**config.mk**
```make
export PLATFORM = sky130hd
export DESIGN_NAME = exec_unit_pipe
export DESIGN_NICKNAME = d
export VERILOG_FILES = /design/src/rtl/exec_unit_pipe.sv
export SDC_FILE = /design/constraint.sdc
export NUM_CORES = 1
export LEC_CHECK = 0
export ABC_AREA = 1
export CORE_ASPECT_RATIO = 0.8
export CORE_MARGIN = 2
export CORE_UTILIZATION = 54
export DETAILED_ROUTE_END_ITERATION = 16
export MAX_ROUTING_LAYER = met4
export PLACE_DENSITY = 0.88
export SLEW_MARGIN = 20
export SYNTH_ARGS = -nofsm -noshare
export SYNTH_HDL_FRONTEND = slang
export SYNTH_SLANG_ARGS = --single-unit
```
**constraint.sdc**
```tcl
create_clock -name clk1 -period 4.7 [get_ports clk1]
set_input_delay 0.94 -clock clk1 [delete_from_list [all_inputs] [get_ports clk1]]
set_output_delay 0.94 -clock clk1 [all_outputs]
set_load 0.03 [all_outputs]
```
**src/rtl/exec_unit_pipe.sv**
```systemverilog
// Execution unit: add/sub/mul in a PIPE_LAT-stage pipeline plus an iterative restoring divider,
// latency PIPE_LAT (div DATA_W+1); a held result (cdb_valid && !cdb_ready) freezes every stage and drops in_ready.
module exec_unit_pipe #(
  parameter int DATA_W   = 8,
  parameter int PIPE_LAT = 2,
  parameter int ROB_W    = 3,
  parameter int RS_W     = 3,
  parameter int REG_W    = 4
) (
  input  logic                clk1,
  input  logic                rst,
  input  logic                flush,
  input  logic                in_valid,
  output logic                in_ready,
  input  logic [3:0]          in_func,
  input  logic [DATA_W-1:0]   in_a,
  input  logic [DATA_W-1:0]   in_b,
  input  logic [ROB_W-1:0]    in_rob,
  input  logic [REG_W-1:0]    in_rd,
  input  logic [RS_W-1:0]     in_rs,
  output logic                cdb_valid,
  input  logic                cdb_ready,
  output logic [2*DATA_W-1:0] cdb_data,
  output logic [ROB_W-1:0]    cdb_rob,
  output logic [REG_W-1:0]    cdb_rd,
  output logic [RS_W-1:0]     cdb_rs,
  output logic                cdb_err,
  output logic [2:0]          occupancy
);

  localparam int LAST  = PIPE_LAT - 1;
  localparam int CNT_W = $clog2(DATA_W + 1);

  localparam logic [3:0] F_ADD = 4'd0;
  localparam logic [3:0] F_SUB = 4'd1;
  localparam logic [3:0] F_MUL = 4'd2;
  localparam logic [3:0] F_DIV = 4'd3;

  typedef struct packed {
    logic                vld;
    logic                err;
    logic [ROB_W-1:0]    rob;
    logic [REG_W-1:0]    rd;
    logic [RS_W-1:0]     rs;
    logic [2*DATA_W-1:0] dat;
  } stage_t;

  typedef enum logic [1:0] {IDLE, DIV, DONE} div_state_e;

  stage_t              stage_q [PIPE_LAT];
  stage_t              stage_d [PIPE_LAT];
  div_state_e          state_q, state_d;
  logic [DATA_W-1:0]   rem_q, rem_d;
  logic [DATA_W-1:0]   quo_q, quo_d;
  logic [DATA_W-1:0]   dvs_q, dvs_d;
  logic [CNT_W-1:0]    cnt_q, cnt_d;
  logic [ROB_W-1:0]    div_rob_q, div_rob_d;
  logic [REG_W-1:0]    div_rd_q, div_rd_d;
  logic [RS_W-1:0]     div_rs_q, div_rs_d;
  logic [2:0]          occ_q, occ_d;

  logic                stall;
  logic                pipe_empty;
  logic                is_div;
  logic                accept;
  stage_t              new_op;
  stage_t              div_res;
  logic [2*DATA_W-1:0] first_step;
  logic [2*DATA_W-1:0] next_step;

  // One restoring step: returns {remainder, quotient/dividend shift register}.
  // A zero divisor always "fits", yielding an all-ones quotient and the dividend as remainder.
  function automatic logic [2*DATA_W-1:0] div_step(input logic [DATA_W-1:0] rem,
                                                   input logic [DATA_W-1:0] quo,
                                                   input logic [DATA_W-1:0] dvs);
    logic [DATA_W:0]   trial;
    logic [DATA_W-1:0] rem_n;
    logic [DATA_W-1:0] quo_n;
    trial = {rem, quo[DATA_W-1]};
    quo_n = quo << 1;
    if (trial >= {1'b0, dvs}) begin
      rem_n    = trial[DATA_W-1:0] - dvs;
      quo_n[0] = 1'b1;
    end else begin
      rem_n = trial[DATA_W-1:0];
    end
    return {rem_n, quo_n};
  endfunction

  always_comb begin
    stall      = stage_q[LAST].vld && !cdb_ready;
    pipe_empty = 1'b1;
    for (int i = 0; i < PIPE_LAT; i++) begin
      if (stage_q[i].vld) pipe_empty = 1'b0;
    end
    is_div   = (in_func == F_DIV);
    in_ready = !rst && !flush && (state_q == IDLE) && !stall && (!is_div || pipe_empty);
    accept   = in_valid && in_ready;
  end

  always_comb begin
    new_op     = '0;
    new_op.vld = accept && !is_div;
    new_op.rob = in_rob;
    new_op.rd  = in_rd;
    new_op.rs  = in_rs;
    case (in_func)
      F_ADD:   new_op.dat = {{DATA_W{1'b0}}, in_a} + {{DATA_W{1'b0}}, in_b};
      F_SUB:   new_op.dat = {{DATA_W{1'b0}}, in_a - in_b};
      F_MUL:   new_op.dat = {{DATA_W{1'b0}}, in_a} * {{DATA_W{1'b0}}, in_b};
      F_DIV:   new_op.dat = '0;
      default: new_op.err = 1'b1;
    endcase

    div_res     = '0;
    div_res.vld = 1'b1;
    div_res.err = (dvs_q == '0);
    div_res.rob = div_rob_q;
    div_res.rd  = div_rd_q;
    div_res.rs  = div_rs_q;
    div_res.dat = {rem_q, quo_q};

    first_step = div_step('0, in_a, in_b);
    next_step  = div_step(rem_q, quo_q, dvs_q);
  end

  always_comb begin
    stage_d   = stage_q;
    state_d   = state_q;
    rem_d     = rem_q;
    quo_d     = quo_q;
    dvs_d     = dvs_q;
    cnt_d     = cnt_q;
    div_rob_d = div_rob_q;
    div_rd_d  = div_rd_q;
    div_rs_d  = div_rs_q;
    occ_d     = '0;

    if (!stall) begin
      for (int i = LAST; i > 0; i--) stage_d[i] = stage_q[i-1];
      stage_d[0] = new_op;
    end

    // The acceptance edge already performs the first quotient bit, so DIV
    // holds for DATA_W-1 cycles and DONE hands off one cycle later.
    case (state_q)
      IDLE: begin
        if (accept && is_div) begin
          {rem_d, quo_d} = first_step;
          dvs_d          = in_b;
          cnt_d          = CNT_W'(1);
          div_rob_d      = in_rob;
          div_rd_d       = in_rd;
          div_rs_d       = in_rs;
          state_d        = (DATA_W == 1) ? DONE : DIV;
        end
      end
      DIV: begin
        {rem_d, quo_d} = next_step;
        cnt_d          = cnt_q + CNT_W'(1);
        if (cnt_q == CNT_W'(DATA_W - 1)) state_d = DONE;
      end
      DONE: begin
        if (!stall) begin
          stage_d[LAST] = div_res;
          state_d       = IDLE;
        end
      end
      default: state_d = IDLE;
    endcase

    if (flush) begin
      for (int i = 0; i < PIPE_LAT; i++) stage_d[i].vld = 1'b0;
      state_d = IDLE;
    end

    for (int i = 0; i < PIPE_LAT; i++) occ_d = occ_d + {2'b00, stage_d[i].vld};
    if (state_d != IDLE) occ_d = occ_d + 3'd1;
  end

  always_ff @(posedge clk1) begin
    if (rst) begin
      for (int i = 0; i < PIPE_LAT; i++) stage_q[i] <= '0;
      state_q   <= IDLE;
      rem_q     <= '0;
      quo_q     <= '0;
      dvs_q     <= '0;
      cnt_q     <= '0;
      div_rob_q <= '0;
      div_rd_q  <= '0;
      div_rs_q  <= '0;
      occ_q     <= '0;
    end else begin
      for (int i = 0; i < PIPE_LAT; i++) stage_q[i] <= stage_d[i];
      state_q   <= state_d;
      rem_q     <= rem_d;
      quo_q     <= quo_d;
      dvs_q     <= dvs_d;
      cnt_q     <= cnt_d;
      div_rob_q <= div_rob_d;
      div_rd_q  <= div_rd_d;
      div_rs_q  <= div_rs_d;
      occ_q     <= occ_d;
    end
  end

  assign cdb_valid = stage_q[LAST].vld;
  assign cdb_data  = stage_q[LAST].dat;
  assign cdb_rob   = stage_q[LAST].rob;
  assign cdb_rd    = stage_q[LAST].rd;
  assign cdb_rs    = stage_q[LAST].rs;
  assign cdb_err   = stage_q[LAST].err;
  assign occupancy = occ_q;

endmodule
```
# Word level (Yosys, flattened, before mapping)
# Index checks and enable logic that the tools add are counted.
[word_totals]
register_bits = 99
word_cells = 85
inputBits = 35
out_inout_bits = 32
[classes]
order_cmp = 2
add_sub_neg = 7
eq_ne = 7
n_reduce_logical = 22
muxes = 25
n_mul = 1
[op_table]
columns = ["cell", "count"]
rows = [
  ["$mux W28", 2],
  ["$mux W56", 1],
  ["$pmux W16 S3", 1],
  ["$mux W8", 4],
  ["$pmux W8 S2", 2],
  ["$mul A8 B8 Y16", 1],
  ["$sub A8 B8 Y8", 2],
  ["$add A8 B8 Y9", 1],
  ["$ge A9 B8 Y1", 1],
  ["$eq A4 B2 Y1 const B", 2],
  ["$ge A1 B8 Y1", 1],
  ["$logic_and A1 B1 Y1", 8],
  ["$logic_not A8 Y1", 1],
  ["$mux W2", 4],
  ["$pmux W4 S2", 1],
  ["$sub A1 B8 Y8", 1],
  ["$mux W1", 7],
  ["$pmux W2 S3", 1],
  ["$logic_not A1 Y1", 5],
  ["$add A4 B1 Y4 const B", 1],
  ["$eq A4 B1 Y1 const B", 1],
  ["$eq A4 B3 Y1 const B", 1],
  ["$logic_not A4 Y1", 1],
  ["$mux W4", 1],
  ["other kinds (11)", 13],
]

# Depth between registers and ports, before layout
[depth]
ltp_word = 14
depth_mapped = 22
ltp_nobuf = 21

# Least setup slack after synthesis
# No wires, ideal clock.
[synth_timing]
kind = "input -> register"
start = "input in_b[7]"
end = "register stage_q[40] (netlist name)"
t_required_ns = 4.568
n_path_buf = 1
arrival_ns = 4.558
setup_ns = 0.132
slack_ns = 0.009
path_stages = 20
cell_sequence = "clkbuf_1 > nand2_1 > fa_1 > fa_1 > inv_1 > fa_1 > inv_1 > fa_1 > inv_1 > ha_1 > a21oi_1 > nor2_1 > nor2_1 > nand2_1 > nand2_1 > nand2_1 > nand2_1 > nand2_1 > nand2_1 > a21oi_1"
[synth_via]
elab_chain_len = 2
[synth_lines]
columns = ["element", "line", "rtl"]
rows = [
  ["start: declaration", "17", "input logic [DATA_W-1:0] in_b,"],
  ["$mul A8 B8 Y16", "110", "F_MUL: new_op.dat = {{DATA_W{1'b0}}, in_a} * {{DATA_W{1'b0}}, in_b};"],
  ["$pmux W16 S3", "107", "case (in_func)"],
]
# No other way between the ends.
# A chain may end at the register's enable or synchronous reset.

# Worst setup path after layout
[layout_timing]
start = "input in_b[2]"
end = "register stage_q[40] (netlist name)"
[layout_via]
elab_chain_len = 2
[layout_lines]
columns = ["element", "line"]
rows = [
  ["$mul A8 B8 Y16", "110"],
  ["$pmux W16 S3", "107"],
]
# No other way between the ends.

==> results.cfg <==
[critical_path]
max_stage_delay_ps = 540
critical_path.top_delay_family = adder cells
crit_fanout = 4
worstPathArrival_ps = 4720
crit_path_frequent_cell = nand2_1
cp_data_required_time_ps = 4920
timing.critical_path.from_type = input pin
cp_slowest_cell = fa_1
worst-path-buf-inv = 4
crit_path_cell_trace = dlygate4sd2_1, nand2_1, fa_1, fa_1, inv_1, fa_1, inv_1, fa_1, inv_1, ha_1, a21oi_2, nor2_1, nor2_1, nand2_2, nand2_1, nand2_1, nand2_1, nand2_1, nand2_1, a21oi_1
category_of_the_critical_setup_timing_path = in -> reg
critPathCaptureType = flip-flop

[power]
total_leakage_power_nw = 4.53
swShare = 0.351
clock_power_share = 0.270
pwr_density_mw_per_mm2 = 305
sequentialPowerShare = 0.317
p_switching_w = 0.000970
worst_ir_drop_vdd_mv = 0.222
comb_power_share = 0.413
internal_power_w = 0.00179

[detailed_routing]
post-route-drc-count = 0
drtPass1Iterations = 6
vias_per_cell = 5.48
detail_routed_net_length_per_standard_cell_um = 15.5
first_iter_violations = 804
route.final.wire_length_um = 21000
detail-route-antenna-nets = 0
dr_total_vias = 7404

[global_routing]
largest_net_degree_at_the_start_of_global_routing = 71
grt_pass1_vias = 7070
antenna_found_initial = 0
grt_usage = 0.282
grt_overflow = 0
grt_pass1_wl_um = 34600

[cts]
cts-root-to-sink-buffers = 2
numClockSinks = 99
tritoncts_buffer_count = 9
cts_htree_levels = 3
cts_root_buf = clkbuf_16
path_clk_slew_ps = 70
worst_skew_pair.late_latency_ps = 350
tritoncts = done
cts_hold_buffers = 0

[floorplan]
floorplan.die.width_um = 138
die_height_um = 111
boundaryPins = 67
initial_utilization = 0.548
row_count = 39
core-area_mm2 = 0.0142
floorplan.die_area_mm2 = 0.0153

[sta]
finalSetupViolCount = 0
finalWorstSetupSlack_ps = 201
fmaxAchievable_ghz = 0.222
slew_violations = 0
final.min_clock_period_ps = 4500
period_share = 0.957
finClkSkew_ps = 8.62
final_hold_violation_count = 0
max_slew_margin = 0.582
worst_pin_slew_ps = 626

[synth]
yosysWarningCount = 0
synthTopCellsByArea = dfxtp_1, nand2_1, ha_1
cell_type_with_the_largest_total_area_after_synthesis = dfxtp_1
synthCells = 1105
synth-seq-area-share = 0.255
post_synth_most_frequent_cells = nand2_1, inv_1, a21oi_1
count_of_flip_flops_with_a_built_in_enable_after_synthesis = 0
ys_dominant_reg_cell = dfxtp_1
synth.cell_area_mm2 = 0.00776
ys_seq_elements = 99
synth_cell_types = 43
post-synth-top-area-fraction = 0.255
yosys.cell_count.top_type = nand2_1
syn_nets = 1244
synth_area_per_cell_um2 = 7.02
synth-async-reset-ratio = 0

[cells_and_area]
finalNetCount = 1302
final_non_filler_cell_area_mm2 = 0.00906
fraction_of_final_layout_cells_sized_beyond_drive_strength_1 = 0.105
syn_to_final_growth_pct = 16.8
num_antenna_cells = 0

[placed_design]
routabilityCongestion = 1.01
dp_worst_setup_slack_ps = -463
hpwl_um = 15800
portBuffers = 66
placed_area_mm2 = 0.00862

[worst_hold_path]
worstHoldPathType = reg -> reg

[status]
status = finished clean

[job]
cap_violations = 0
==> repair_timing <==
item / in CTS / in global routing
setup endpoints to repair: 10 / 10
cloned: 0 / 0
resized for setup: 14 / 27
pin swaps: 8 / 10
buffers inserted: 0 / 2
==> layout by cell type, fill, tap and decap left out, types with 4 or more instances in the layout <==
cell type        instances
xnor2_1                  4
a21oi_2                  8
inv_2                    5
clkbuf_16                9
mux2i_1                 10
nor2_2                   5
nor2_1                  52
fa_1                    36
clkdlybuf4s50_1         52
o21ai_0                 88
buf_4                   55
nand4_1                 10
nor3_1                  15
inv_1                  178
nand2_2                  9
ha_4                     4
ha_1                    60
dlymetal6s2s_1           8
or2_2                    5
a21o_1                   4
a21oi_1                 94
nand2_1                243
dfxtp_1                 99
nand3_1                 66
==> worst min-delay path, cell delays in order, from the launching register on <==
cell and delay, ps:
dfxtp_1 300, inv_1 60, a21oi_1 60
==> final cells by class <==
class / count / area [µm²]
Clock buffer: 10 / 239
Clock inverter: 5 / 61.3
Fill cell: 1224 / 5090
Inverter: 184 / 691
Multi-Input combinational cell: 748 / 4770
Sequential cell: 99 / 1980
Tap cell: 184 / 230
Timing Repair Buffer: 121 / 1090
==> power groups by stage <==
stage | Sequential [W] | Clock, W | Combinational (W)
final | 0.000875 | 0.000745 | 0.00114
after global placement | 0.000893 | 0 | 0.000988
after detailed placement | 0.000894 | 0 | 0.00101
after CTS | 0.000875 | 0.000750 | 0.00107
after floorplan | 0.000889 | 0 | 0.000669
after global routing | 0.000877 | 0.000790 | 0.00128
==> routing by layer <==
metal	track usage	up-vias	part of all wire
met5	-	-	0
met4	0.0891	0	0.030
met3	0.0484	65	0.094
met2	0.422	339	0.43
met1	0.391	3404	0.44
li1	-	3596	-
==> state kept, by name, summed over array words and instances, names as in the netlist <==
register	flops
div_rs_q	3
stage_q	28
cdb_rd	4
rem_q	8
cdb_err	1
cnt_q	4
cdb_rs	3
div_rob_q	3
quo_q	8
cdb_valid	1
state_q	2
cdb_data	16
dvs_q	8
cdb_rob	3
div_rd_q	4
occupancy	3
==> metrics by stage <==
step            util  hold WS [ps]  instances  total power, W  setup TNS, ps
2_1_floorplan      -           430       1105         0.00156              0
3_3_place_gp   0.609           442       1334         0.00188          -3360
3_5_place_dp   0.609           449       1334         0.00191          -4440
4_1_cts        0.634           458       1349         0.00269              0
5_1_grt        0.640           477       1351         0.00295          -3.27
6_report       0.640           455       1351         0.00276              0
==> kinds of logic after synthesis <==
family,count (synthesis),share of synthesized area
AOI/OAI and AO/OA,208,0.141
muxes,10,0.0129
and+or+nand+nor,419,0.233
adders and majority gates,104,0.205
DFF,99,0.255
buffers and inverters,258,0.144
xor gates and xnor gates,7,0.00790
==> worst paths after layout <==
kind	start	endpoint	slack, ps	cells past startpoint
worst max-delay path	in_b[2]	stage_q[40]$_SDFFE_PP0N_	200	20
worst min-delay path	stage_q[45]$_SDFFE_PP0N_	stage_q[45]$_SDFFE_PP0N_	450	2
worst max register to register	state_q[1]$_SDFF_PP0_	rem_q[6]$_SDFFE_PP0P_	2450	8
worst min register to register	stage_q[45]$_SDFFE_PP0N_	stage_q[45]$_SDFFE_PP0N_	450	2
No activity file was read; power rests on OpenSTA's default activity.
